--- src/rtl/pipelined_adder_pkg.sv ---
// padd_pkg: shared operation-mode type and chunk-width helper for the pipelined adder.
package padd_pkg;

    typedef enum logic {
        OP_ADD = 1'b0,
        OP_SUB = 1'b1
    } op_e;

    function automatic int chunk_w(input int width, input int stages);
        return (stages > 0) ? (width / stages) : width;
    endfunction

endpackage

--- src/rtl/pipelined_adder_slice.sv ---
// adder_slice: combinational W-bit add of one carry chunk; also exposes the carry into its MSB
// so the final chunk can derive signed overflow.
module adder_slice #(
    parameter int W = 4
) (
    input  logic [W-1:0] a,
    input  logic [W-1:0] b,
    input  logic         cin,
    output logic [W-1:0] s,
    output logic         cout,
    output logic         c_msb_in
);

    logic [W:0] w_full;

    assign w_full   = {1'b0, a} + {1'b0, b} + {{W{1'b0}}, cin};
    assign s        = w_full[W-1:0];
    assign cout     = w_full[W];
    // a^b^s recovers the carry that entered the top bit of this chunk
    assign c_msb_in = a[W-1] ^ b[W-1] ^ w_full[W-1];

endmodule

--- src/rtl/pipelined_adder.sv ---
// pipelined_adder: STAGES-deep carry-chunked adder/subtractor with valid/ready flow control.
// Define PIPELINED_ADDER_SAT_EN to saturate the sum to signed min/max on overflow.
module pipelined_adder
    import padd_pkg::*;
#(
    parameter int WIDTH  = 16,
    parameter int STAGES = 4
) (
    input  logic             clk,
    input  logic             rst_n,
    input  logic             in_valid,
    output logic             in_ready,
    input  logic [WIDTH-1:0] a,
    input  logic [WIDTH-1:0] b,
    input  logic             cin,
    input  logic             sub,
    output logic             out_valid,
    input  logic             out_ready,
    output logic [WIDTH-1:0] sum,
    output logic             cout,
    output logic             ovf
);

    localparam int CW = chunk_w(WIDTH, STAGES);

    if (WIDTH < 2) begin : g_bad_width
        $error("pipelined_adder: WIDTH must be at least 2");
    end
    if ((STAGES < 1) || ((WIDTH % STAGES) != 0)) begin : g_bad_split
        $error("pipelined_adder: WIDTH must be a positive multiple of STAGES");
    end

    op_e              w_op;
    logic [WIDTH-1:0] w_b_in;

    logic             r_v     [STAGES];
    logic [WIDTH-1:0] r_a     [STAGES];
    logic [WIDTH-1:0] r_b     [STAGES];
    logic [WIDTH-1:0] r_s     [STAGES];
    logic             r_c     [STAGES];
    logic [WIDTH-1:0] r_sum;
    logic             r_cout;
    logic             r_ovf;

    logic             w_rdy   [STAGES];
    logic             w_v_src [STAGES];
    logic [WIDTH-1:0] w_a_src [STAGES];
    logic [WIDTH-1:0] w_b_src [STAGES];
    logic [WIDTH-1:0] w_s_src [STAGES];
    logic             w_c_src [STAGES];
    logic [CW-1:0]    w_chunk [STAGES];
    logic [WIDTH-1:0] w_s_new [STAGES];
    logic             w_co    [STAGES];
    logic             w_cm    [STAGES];

    assign w_op   = sub ? OP_SUB : OP_ADD;
    assign w_b_in = (w_op == OP_SUB) ? ~b : b;

    // A stage may load when empty or when everything downstream of it moves this cycle.
    always_comb begin
        w_rdy[STAGES-1] = ~r_v[STAGES-1] | out_ready;
        for (int k = STAGES - 2; k >= 0; k--) begin
            w_rdy[k] = ~r_v[k] | w_rdy[k+1];
        end
    end

    assign in_ready = w_rdy[0];

    for (genvar k = 0; k < STAGES; k++) begin : g_stage
        if (k == 0) begin : g_head
            assign w_v_src[k] = in_valid;
            assign w_a_src[k] = a;
            assign w_b_src[k] = w_b_in;
            assign w_s_src[k] = '0;
            assign w_c_src[k] = cin;
        end else begin : g_body
            assign w_v_src[k] = r_v[k-1];
            assign w_a_src[k] = r_a[k-1];
            assign w_b_src[k] = r_b[k-1];
            assign w_s_src[k] = r_s[k-1];
            assign w_c_src[k] = r_c[k-1];
        end

        adder_slice #(
            .W(CW)
        ) u_slice (
            .a        (w_a_src[k][k*CW +: CW]),
            .b        (w_b_src[k][k*CW +: CW]),
            .cin      (w_c_src[k]),
            .s        (w_chunk[k]),
            .cout     (w_co[k]),
            .c_msb_in (w_cm[k])
        );

        // Upper sum chunks are still zero, so OR-ing in the new chunk is enough.
        assign w_s_new[k] = w_s_src[k] | (WIDTH'(w_chunk[k]) << (k * CW));

        always_ff @(posedge clk or negedge rst_n) begin
            if (!rst_n) begin
                r_v[k] <= 1'b0;
            end else if (w_rdy[k]) begin
                r_v[k] <= w_v_src[k];
            end
        end

        if (k == STAGES - 1) begin : g_tail
            always_ff @(posedge clk or negedge rst_n) begin
                if (!rst_n) begin
                    r_sum  <= '0;
                    r_cout <= 1'b0;
                    r_ovf  <= 1'b0;
                end else if (w_rdy[k] && w_v_src[k]) begin
                    r_sum  <= w_s_new[k];
                    r_cout <= w_co[k];
                    r_ovf  <= w_co[k] ^ w_cm[k];
                end
            end
        end else begin : g_mid
            always_ff @(posedge clk) begin
                if (w_rdy[k] && w_v_src[k]) begin
                    r_a[k] <= w_a_src[k];
                    r_b[k] <= w_b_src[k];
                    r_s[k] <= w_s_new[k];
                    r_c[k] <= w_co[k];
                end
            end
        end
    end

`ifdef PIPELINED_ADDER_SAT_EN
    // A wrapped result with MSB set means the true value overflowed upward, and vice versa.
    function automatic logic [WIDTH-1:0] saturate(input logic [WIDTH-1:0] s, input logic v);
        if (!v) begin
            return s;
        end
        return s[WIDTH-1] ? {1'b0, {(WIDTH-1){1'b1}}} : {1'b1, {(WIDTH-1){1'b0}}};
    endfunction

    assign sum = saturate(r_sum, r_ovf);
`else
    assign sum = r_sum;
`endif

    assign out_valid = r_v[STAGES-1];
    assign cout      = r_cout;
    assign ovf       = r_ovf;

endmodule

--- config.mk ---
export PLATFORM = sky130hd
export DESIGN_NAME = pipelined_adder
export DESIGN_NICKNAME = d
export VERILOG_FILES = /design/src/rtl/pipelined_adder_pkg.sv /design/src/rtl/pipelined_adder_slice.sv /design/src/rtl/pipelined_adder.sv
export SDC_FILE = /design/constraint.sdc
export NUM_CORES = 1
export LEC_CHECK = 0
export ABC_AREA = 1
export CORE_MARGIN = 5
export CORE_UTILIZATION = 40
export CTS_BUF_LIST = sky130_fd_sc_hd__clkbuf_16
export CTS_CLUSTER_SIZE = 40
export DETAILED_ROUTE_END_ITERATION = 12
export SYNTH_ARGS = -nofsm -noshare
export SYNTH_HDL_FRONTEND = slang
export SYNTH_SLANG_ARGS = --single-unit
--- constraint.sdc ---
create_clock -name clk -period 3.2 [get_ports clk]
set_input_delay 0.8 -clock clk [delete_from_list [all_inputs] [get_ports clk]]
set_output_delay 0.8 -clock clk [all_outputs]
set_load 0.02 [all_outputs]
# --- Yosys cells after proc, flatten, opt, wreduce, memory -nomap -nowiden ---
# Memory sizes are Yosys's and may differ from the RTL's.
# Cells that the tools add are included.
totals:
  regBits: 22
  elab_cells: 46
  ramBits: 196
  mem_count: 4
  input_bits: 38
  out_inout_bits: 20
memory_table:
  columns: ["memory", "depth", "width", "read_ports", "rd_ports_with_merged_regs", "write_ports", "line_no", "source"]
  rows:
  - ["r_a", 4, 16, 3, 0, 3, "pipelined_adder.sv:37", "logic [WIDTH-1:0] r_a [STAGES];"]
  - ["r_b", 4, 16, 3, 0, 3, "pipelined_adder.sv:38", "logic [WIDTH-1:0] r_b [STAGES];"]
  - ["r_s", 4, 16, 3, 0, 3, "pipelined_adder.sv:39", "logic [WIDTH-1:0] r_s [STAGES];"]
  - ["r_c", 4, 1, 3, 0, 3, "pipelined_adder.sv:40", "logic r_c [STAGES];"]
classes:
  bitwise: 15
  reduce_logical: 4
  n_mux: 8
  n_addsub: 8
op_table:
  columns: ["op", "n"]
  rows:
  - ["$add A4 B4 Y5", 4]
  - ["$add A5 B1 Y5", 4]
  - ["$mux W16", 1]
  - ["$not A16 Y16", 1]
  - ["$or A16 B12 Y16", 1]
  - ["$or A16 B16 Y16", 1]
  - ["$or A16 B8 Y16", 1]
  - ["$mux W1", 7]
  - ["$logic_and A1 B1 Y1", 4]
  - ["$not A1 Y1", 4]
  - ["$or A1 B1 Y1", 4]
  - ["$xor A1 B1 Y1", 3]

# --- Logic depth before layout (Yosys ltp) ---
# Gate-level depths: netlist of run 1.
logic_depth:
  ltp_word: 8
  mapped_depth: 10
  ltp_nobuf: 10

# --- Cells and area by module ---
# From an unflattened synthesis of run 1, not the netlist that was laid out.
unflattened:
  hier_cells: 298
  hier_area_um2: 3973.8
modules_own_cells:
  columns: ["mod", "seq_area_each_um2", "area_each_um2", "cells_each", "n_inst"]
  rows:
  - ["pipelined_adder", 2802.7, 3298.2, 194, 1]
  - ["adder_slice", 0.0, 168.9, 26, 4]

# --- Worst setup path after synthesis of run 1 ---
# Ideal clock, no wire load.
synth_path:
  path_kind: "input port to flip-flop"
  start: "input port out_ready"
  end: "memory r_a[0][10], enable pin"
  t_arrival_ns: 2.223
  setup_time_ns: 0.415
  t_required_ns: 2.785
  n_path_buf: 0
  setup_slack_ns: 0.561
  cell_stages: 4
  cell_sequence: "nor2_4 nand3_1 nor2_1 nor2_1"
synth_rtl:
  columns: ["item", "line_no", "source"]
  rows:
  - ["start: declaration", "pipelined_adder.sv:18", "input logic out_ready,"]
  - ["end: declaration", "pipelined_adder.sv:37", null]

# --- Final worst setup path of run 1 ---
layout_path:
  start: "input port out_ready"
  end: "output port in_ready"
layout_via:
  elab_chain_len: 4
layout_lines:
  columns: ["item", "line_no", "source"]
  rows:
  - ["$or A1 B1 Y1", "pipelined_adder.sv:61", "w_rdy[STAGES-1] = ~r_v[STAGES-1] | out_ready;"]
  - ["$or A1 B1 Y1 (3 in a row)", "pipelined_adder.sv:63", "w_rdy[k] = ~r_v[k] | w_rdy[k+1];"]
  - ["end: declaration", "pipelined_adder.sv:12", "output logic in_ready,"]
# Every way passes these cells.

==> impl_results.md, run 1 <==
* Outcome: finished, final reports clean
* Number of flops mapped to enable cells by yosys at 75
* Total setup buffers inserted after CTS at 0
* Pre-CTS setup slack at about 0.044 ns
* RSZ-0062 raised after global routing: false
* Number of global-route vias before repair at 2099
* Worst setup EP type: output port
* Initial drt markers at 47
* Antenna Nets Post-Route at 0
* Largest net degree at the start of global routing at 30
* Setup CP Type: in -> out
* Nets at around 400
* CTS Sinks at 97
* Crit start category: input port
* Synth area leader: edfxtp_1
* Syn Area/Cell at 14.3 um^2
* Port buffer count at 57
* Most frequent cell after synthesis: edfxtp_1
* Worst Hold End: r_s[0][17]$_DFFE_PP_
* Post-DR wirelength/cell at between 10 and 15 um
* Sequential fraction of the synthesis area at 0.721
* Starting Density at 0.403
* Final period util at 0.878
* FFs w/ async S/R, synth at 0.227
* Final Max Tran Viols at 0
* First-pass GRT wire length at around 9700 um
* Synth Warn # at 0
* IO Count at 58
* Synthesized area at 3890 um^2
* Die height at ~110 um
* Synth Flop Type: edfxtp_1
* Hold Crit Class: reg -> reg
* Row count at 36
* Yosys top cell area share at 0.579
* Fmax at 0.356 GHz
* Top post-synthesis cells by area: edfxtp_1 (58%), dfrtp_1 (14%), nand2_1 (6.9%)
* CTS tree: done
* Synth Instances at ~270
* Clk Tree Root Cell: clkbuf_16
* # H-tree levels at 3
* Placer Congestion at between 0.7 and 0.8
* Post-route DRC at 0
* Layout cells sized above 1 at 0.0841
* Ant diodes at 0
* Leak pwr at about 0.0021 uW
* Final worst slack at between 0.3 and 0.4 ns
* Crit path max fanout at 3
* CTS buffer count at 9
* R2R depth at 3
* Critical path data required time at approximately 2.4 ns
* Clk buf depth at 2
* Synthesized Nets at 330
* Reg2reg setup slack at roughly 1.5 ns
* Area Growth Syn to Fin at 28.3%
* Max Cap Violations at 0
* Worst-case vdd ir drop at roughly 0.31 mV
* Pre-Repair DR Iteration Count at 4
* Die X at 109 um
* Worst slew pin tran at approximately 1 ns
* Vias at a little over 2k
* Hold Path Cell Cnt at 0
* Synth unique cells at 19
* Synth cell count leaders: edfxtp_1 (75), nand2_1 (72), inv_1 (23)
* GRT overflow at 0
* # fillers at 879
* Hold Violations, Final at 0
* Arrival time worst endpoint at approximately 2 ns
* Tot GR Track Use at 0.106
* Core Box Area at approximately 9600 um^2
* Synth Register Bits at 97
* Layout Utilization at 0.518
* Minimum clock period at 2.81 ns
* Setup TNS at 0 ns
* Worst r2r src: r_c[0][1]$_DFFE_PP_
* Clock Latency Late Sink at ~0.33 ns
* Hold path start: r_s[0][1]$_DFFE_PP_
* Vias/cell at approximately 4.2
* Hpwl dp at 4030 um
* Pwr Density at approximately 800 nW/um^2
* Final setup viols at 0
* Clk_skew at slightly below 0.004 ns
* Clk slew on worst S/H paths at approximately 0.06 ns
* Max_slew headroom at 0.335
* Die area at about 12000 um^2
* Initial antenna violation count at 0
* FF-to-FF End: r_s[0][42]$_DFFE_PP_
* Final WL at roughly 5500 um
[per-stage QoR]
stage | std cells | instance area, um^2 | power [uW] | hold WS, ns
floorplan | 272 | 3890 | 2360 | 0.400
global placement | 462 | 4620 | 2730 | 0.402
detailed placement | 462 | 4620 | 2760 | 0.405
CTS | 478 | 4990 | 4050 | 0.417
global route | 478 | 4990 | 4240 | 0.421
finish | 478 | 4990 | 4000 | 0.418
[cell families (layout without fill, tap and decap cells)]
family                     count (synthesis)  count (layout)  synth area share
and+or+nand+nor                           91              91            0.0968
xor gates and xnor gates                  22              22            0.0495
buffers and inverters                     30             103            0.0357
adders and majority gates                 20              20            0.0798
DFF                                       97              97             0.721
AOI/OAI and AO/OA                         12              12            0.0174
[final cells by class]
class                   count  area, um^2  share of cell area
flip-flops and latches     97        2800               0.562
multi-input cells         145         950               0.190
repair buffers             62         611               0.122
clock buffers               9         225              0.0451
well taps                 133         166              0.0334
clock inverters             7         141              0.0283
inverters                  25        93.8              0.0188
[placed cells by master, fill, tap and decap left out, drive strengths merged, types with 5 or more instances in the layout]
master / n
edfxtp: 75
nand2: 72
clkdlybuf4s50: 56
inv: 26
dfrtp: 22
xor2: 18
ha: 12
nand3: 11
clkbuf: 9
fa: 8
a21oi: 7
nor2: 6
buf: 5
o21ai: 5
[timing repair]
| item | CTS | global route |
|---|---|---|
| gates resized for setup | 0 | 1 |
| hold buffers | 0 | 0 |
| setup endpoints to repair | 0 | 1 |
[worst max-delay path by stage]
stage,startpoint,endpoint,slack [ns],cells after the start
floorplan,out_ready,r_a[0][10]$_DFFE_PP_,0.56,4
global placement,out_ready,in_ready,0.08,6
detailed placement,out_ready,in_ready,0.04,6
CTS,out_ready,in_ready,0.04,6
global route,out_ready,in_ready,0.28,6
finish,out_ready,in_ready,0.39,6
[power by group]
part           switching, uW  internal [uW]  leakage [uW]
Combinational            505            413      0.000880
Sequential               112           1680      0.000996
Clock                    438            844      0.000176
[worst max-delay path, stage by stage]
cell             delay, ns
clkdlybuf4s50_1       0.46
nor2_4                0.17
nand3_1               0.13
nor2_1                0.17
inv_1                 0.07
dlymetal6s2s_1        0.20
[per-layer routing]
metal  GRT usage  part of all wire  wire length, um
met5           0                 0                0
met4      0.0514             0.016               88
met3      0.0203             0.040              218
met2       0.162              0.47             2570
met1       0.145              0.47             2600
[sequential cells by signal (all words and copies together) (netlist names)]
name and count:
r_v 3, r_b 24, ovf 1, cout 1, r_s 24, out_valid 1, r_c 3, sum 16
r_a 24
(Power assumes the default switching activity.)
==> run 2: changes to the inputs <==
--- a/config.mk
+++ b/config.mk
@@ -11,6 +11,8 @@
 export CTS_BUF_LIST = sky130_fd_sc_hd__clkbuf_16
 export CTS_CLUSTER_SIZE = 40
 export DETAILED_ROUTE_END_ITERATION = 12
+export SLEW_MARGIN = 20
 export SYNTH_ARGS = -nofsm -noshare
 export SYNTH_HDL_FRONTEND = slang
 export SYNTH_SLANG_ARGS = --single-unit
+export TNS_END_PERCENT = 1
==> run 2 against run 1 <==
Effect of this change:
- first-iteration DRC count stayed put
- sequential share of layout area is 0.056 points higher
- clock power hardly changed
- cell count stayed put
- die area stayed put
- utilization is 0.052 points lower
- sequential power hardly changed
- clock-buffer cell count stayed put
- largest power group unchanged
==> impl_results.md, run 2 (same netlist as run 1, synthesis figures left out) <==
* Most Crowded Layer GR: met2
* Layout cells sized above 1 at 0.0870 (+0.00290)
* Initial drt markers at 47 (unchanged)
* IO Count at 58 (unchanged)
* Area Growth Syn to Fin at 28.2%
* Most common cell after layout, fill and taps aside: edfxtp_1
* Setup TNS at 0 ns (unchanged)
* Clk buf depth at 2 (unchanged)
* Nets at 398 (unchanged)
* Pre-CTS setup slack at 0.0436 ns (unchanged)
* CTS Sinks at 97 (unchanged)
* Hold buffer count at CTS at 0 (unchanged)
* Post-route DRC at 0 (unchanged)
* Die height at 109 um (unchanged)
* Die area at 11800 um^2 (unchanged)
* Arrival time worst endpoint at 2.01 ns (about the same)
* Max Cap Violations at 0 (unchanged)
* First-pass GRT wire length at 9730 um (unchanged)
* Clk_skew at 0.00389 ns (-0.0000237 ns)
* Outcome: finished, final reports clean
* Met3 GRT Util at 0.0203 (unchanged)
* # H-tree levels at 3 (unchanged)
* Largest net degree at the start of global routing at 30 (unchanged)
* Initial antenna violation count at 0 (unchanged)
* Final period util at 0.879 (about the same)
* GRT overflow at 0 (unchanged)
* Fmax at 0.356 GHz (about the same)
* Tot GR Track Use at 0.106 (unchanged)
* RSZ-0062 raised after global routing: false
* Final Max Tran Viols at 0 (unchanged)
* Starting Density at 0.403 (unchanged)
* Hpwl dp at 4030 um (unchanged)
* Clk Tree Root Cell: clkbuf_16
* Pre-Repair DR Iteration Count at 4 (unchanged)
* Total setup buffers inserted after CTS at 0 (unchanged)
* Vias/cell at 4.22 (about the same)
* Final WL at 5470 um (about the same)
* Row count at 36 (unchanged)
* Post-cts sizing count at 0 (unchanged)
* Final worst slack at 0.389 ns (-0.0000950 ns)
* Vias at 2015 (-0.050%)
* CTS tree: done
* WHS at 0.418 ns (unchanged)
* Number of global-route vias before repair at 2099 (unchanged)
* Die X at 109 um (unchanged)
* Switching Share at 0.264 (about the same)
* Clk slew on worst S/H paths at 0.06 ns (about the same)
* Comb pwr share at 0.230 (about the same)
* Power Internal at 2940 uW (about the same)
* Worst-case vdd ir drop at 0.310 mV (unchanged)
* Ant diodes at 0 (unchanged)
* Clock share of power at 0.321 (about the same)
* Worst setup EP type: output port
* Core Box Area at 9640 um^2 (unchanged)
* Antenna Nets Post-Route at 0 (unchanged)
* Final setup viols at 0 (unchanged)
* Most frequent cells in the layout: edfxtp_1 (75), nand2_1 (72), clkdlybuf4s50_1 (55), inv_1 (23), dfrtp_1 (22)
* Leak pwr at 0.00205 uW (about the same)
* Switching power total at 1060 uW (about the same)
* Critical path data required time at 2.40 ns (about the same)
* Placer Congestion at 0.728 (unchanged)
* Clock Latency Late Sink at 0.33 ns (about the same)
* Setup CP Type: in -> out
* Top flop regs: r_a x24, r_b x24, r_s x24
* Crit path max fanout at 3 (unchanged)
* Hold Crit Class: reg -> reg
* Met2 GRT Util at 0.162 (unchanged)
* Port buffer count at 57 (unchanged)
* CTS buffer count at 9 (unchanged)
* M1 GR Usage at 0.145 (unchanged)
* Hold Violations, Final at 0 (unchanged)
* Pwr Density at 802 nW/um^2 (about the same)
* Crit start category: input port
* Minimum clock period at 2.81 ns (+0.0000950 ns)
* Worst slew pin tran at 0.503 ns (-0.491 ns)
* Max_slew headroom at 0.665 (+0.329)
* Register share of total power at 0.450 (about the same)
* Post-DR wirelength/cell at 11.4 um (about the same)
run 2: power by group through the flow:
stage / registers, uW / logic, uW / clock network, uW
2_1_floorplan: 1950 / 413 / 0
3_5_place_dp: 1830 / 935 / 0
4_1_cts: 1800 / 937 / 1310
5_1_grt: 1830 / 1030 / 1370
6_report: 1800 / 918 / 1280
3_3_place_gp: 1820 / 915 / 0
run 2: worst paths after layout:
kind | startpoint | to | slack, ns | cells past startpoint
worst max-delay path | out_ready | in_ready | 0.39 | 6
worst min-delay path | r_s[0][1]$_DFFE_PP_ | r_s[0][17]$_DFFE_PP_ | 0.42 | 0
worst max register to register | r_c[0][1]$_DFFE_PP_ | r_s[0][42]$_DFFE_PP_ | 1.48 | 3
worst min register to register | r_s[0][1]$_DFFE_PP_ | r_s[0][17]$_DFFE_PP_ | 0.42 | 0
max in group asynchronous | rst_n | sum[11]$_DFFE_PN0P_ | 2.43 | 1
min in group asynchronous | rst_n | r_v[1]$_DFFE_PN0P_ | 0.43 | 1
run 2: cell type report:
type                       instances  area, um^2
fill                             879        4650
sequential                        97        2800
multi-input combinational        145         950
timing repair buffer              62         606
clock buffer                       9         225
tap                              133         166
clock inverter                     7         141
inverter                          25        93.8
run 2: critical path, stage by stage:
cell and delay (ns):
clkdlybuf4s50_1 0.46, nor2_4 0.17, nand3_1 0.13, nor2_1 0.17, inv_1 0.07, dlymetal6s2s_1 0.20
run 2: per-layer routing:
metal | vias to the layer above | wire, um
met2 | 46 | 2570
met5 | - | 0
met3 | 10 | 218
li1 | 1048 | -
met4 | 0 | 88
met1 | 911 | 2600
run 2: metrics by stage:
stage | util | instances | total power [uW] | cell area [um^2]
CTS | 0.517 | 478 | 4050 | 4990
floorplan | - | 272 | 2360 | 3890
global placement | 0.479 | 462 | 2730 | 4620
finish | 0.517 | 478 | 4000 | 4980
global route | 0.517 | 478 | 4240 | 4980
detailed placement | 0.479 | 462 | 2760 | 4620
==> run 3: changes to the inputs <==
--- a/config.mk
+++ b/config.mk
@@ -7,10 +7,11 @@
 export LEC_CHECK = 0
 export ABC_AREA = 1
 export CORE_MARGIN = 5
-export CORE_UTILIZATION = 40
+export CORE_UTILIZATION = 45
 export CTS_BUF_LIST = sky130_fd_sc_hd__clkbuf_16
 export CTS_CLUSTER_SIZE = 40
 export DETAILED_ROUTE_END_ITERATION = 12
+export DONT_BUFFER_PORTS = 1
 export SLEW_MARGIN = 20
 export SYNTH_ARGS = -nofsm -noshare
 export SYNTH_HDL_FRONTEND = slang
==> run 3 against run 2 <==
Effect of this change:
- global-route usage rose by 0.83 points
- via count fell by 6.5%
- utilization fell by 1.3 points
- non-clock buffer count down 60
==> impl_results.md, run 3 (same netlist as run 1, synthesis figures left out) <==
* Leak pwr at 0.00179 uW (-13%)
* Pwr Density at 822 nW/um^2 (+2.6%)
* Arrival time worst endpoint at 1.48 ns (-0.53 ns)
* Switching Share at 0.283 (+0.0185)
* Met2 GRT Util at 0.167 (+0.00523)
* Top flop regs: r_a x24, r_b x24, r_s x24
* Hpwl dp at 3840 um (-4.7%)
* Post-DP Area at 4000 um^2 (-14%)
* Area Growth Syn to Fin at 10.7%
* Layout cells sized above 1 at 0.0842 (-0.00275)
* Tot GR Track Use at 0.114 (+0.00828)
* Fin area at 4310 um^2 (-14%)
* Ant diodes at 0 (unchanged)
* Placer Congestion at 0.718 (-1.4%)
* Worst setup EP type: output port
* Power Internal at 2540 uW (-14%)
* Vias/cell at 4.79 (+14%)
* Max_slew headroom at 0.486 (-0.179)
* IO Count at 58 (unchanged)
* Most common cell after layout, fill and taps aside: edfxtp_1
* Port buffer count at 0 (-100%)
* Row count at 34 (-5.6%)
* CTS Sinks at 97 (unchanged)
* Switching power total at 1000 uW (-5.2%)
* Final WL at 5440 um (-0.58%)
* Critical path data required time at 2.40 ns (about the same)
* Die X at 103 um (-5.2%)
* Register share of total power at 0.554 (+0.104)
* Hold Violations, Final at 0 (unchanged)
* Clk slew on worst S/H paths at 0.06 ns (about the same)
* Post-cts sizing count at 0 (unchanged)
* GRT overflow at 0 (unchanged)
* Setup CP Type: reg -> out
* Outcome: finished, final reports clean
* Vias at 1884 (-6.5%)
* Antenna Nets Post-Route at 0 (unchanged)
* Starting Density at 0.455 (+0.0514)
* Hold Crit Class: in -> async
* Comb pwr share at 0.137 (-0.093)
* Total setup buffers inserted after CTS at 0 (unchanged)
* Pre-Repair DR Iteration Count at 4 (unchanged)
* Crit start category: flop
* Post-DR wirelength/cell at 13.8 um (+21%)
* Nets at 338 (-15%)
* Worst-case vdd ir drop at 0.354 mV (+14%)
* RSZ-0062 raised after global routing: false
* Met3 GRT Util at 0.0433 (+0.0230)
* Overall power at 3540 uW (-11%)
* Initial drt markers at 53 (+13%)
* First-pass GRT wire length at 9110 um (-6.4%)
* Largest net degree at the start of global routing at 30 (unchanged)
* Clk buf depth at 2 (unchanged)
* Die area at 10600 um^2 (-10%)
* Final period util at 0.712 (-0.166)
* WHS at 0.161 ns (-0.257 ns)
* Hold buffer count at CTS at 0 (unchanged)
* # H-tree levels at 3 (unchanged)
* Final setup viols at 0 (unchanged)
* Minimum clock period at 2.28 ns (-0.532 ns)
* Clk Tree Root Cell: clkbuf_16
* CTS tree: done
* Initial antenna violation count at 0 (unchanged)
* Final Max Tran Viols at 0 (unchanged)
* Most frequent cells in the layout: edfxtp_1 (75), nand2_1 (72), inv_1 (23), dfrtp_1 (22), xor2_1 (18)
* Fmax at 0.439 GHz (+23%)
* Clock share of power at 0.308 (-0.013)
* Most Crowded Layer GR: met2
* CTS buffer count at 9 (unchanged)
* Worst slew pin tran at 0.770 ns (+0.267 ns)
* Crit path max fanout at 3 (unchanged)
* Layout Utilization at 0.504 (-0.0135)
* Clock Latency Late Sink at 0.33 ns (about the same)
* Die height at 103 um (-5.2%)
* Clk_skew at 0.00686 ns (+0.00298 ns)
* Core Box Area at 8550 um^2 (-11%)
* Setup TNS at 0 ns (unchanged)
* Post-route DRC at 0 (unchanged)
* M1 GR Usage at 0.151 (+0.00638)
* Number of global-route vias before repair at 1914 (-8.8%)
* Max Cap Violations at 0 (unchanged)
-- run 3: cell count changes in the layout (fill, tap and decap cells not counted) --
cell             change
clkdlybuf4s50_1     -55
clkinv_2             +1
buf_4                -3
dlymetal6s2s_1       -1
clkinv_1             +2
buf_2                -1
inv_6                -1
bufinv_16            -2
-- run 3: cell type report --
class                      count  area (um^2)
fill                         737         4240
inverter                      25         93.8
clock buffer                   9          225
tap                          108          135
sequential                    97         2800
multi-input combinational    145          950
clock inverter                 7         85.1
timing repair buffer           2         15.0
-- run 3: critical path, cell delays in order (launching register included) --
cell and delay (ns):
dfrtp_1 0.46, inv_1 0.12, nor2_4 0.13, nand3_1 0.12, nor2_1 0.17, inv_1 0.15
-- run 3: power by group through the flow --
stage | combinational [uW] | sequential [uW] | clock (uW)
2_1_floorplan | 413 | 1950 | 0
3_3_place_gp | 474 | 1990 | 0
3_5_place_dp | 493 | 2000 | 0
4_1_cts | 495 | 1970 | 1130
5_1_grt | 577 | 2000 | 1190
6_report | 486 | 1960 | 1090
-- run 3: path summary, 6_finish.rpt --
check	depth (start not counted)	to	slack [ns]	start
worst max register to register	10	ovf$_DFFE_PN0P_	1.43	r_c[0][2]$_DFFE_PP_
min in group clk	0	r_s[0][35]$_DFFE_PP_	0.41	r_s[0][19]$_DFFE_PP_
worst min-delay path	0	out_valid$_DFFE_PN0P_	0.16	rst_n
worst max-delay path	5	in_ready	0.92	out_valid$_DFFE_PN0P_
worst min register to register	0	r_s[0][35]$_DFFE_PP_	0.41	r_s[0][19]$_DFFE_PP_
max in group asynchronous	0	sum[13]$_DFFE_PN0P_	2.97	rst_n
-- run 3: metrics by stage --
| stage | cells | setup WS, ns |
|---|---|---|
| detailed placement | 377 | 1.02 |
| finish | 393 | 0.920 |
| floorplan | 272 | 0.561 |
| CTS | 393 | 0.871 |
| global placement | 377 | 1.04 |
| global route | 393 | 0.756 |
-- run 3: metal layers --
metal	up-vias	share of wire
met5	-	0
met4	0	0.014
met3	7	0.076
met2	65	0.46
met1	885	0.45
li1	927	-
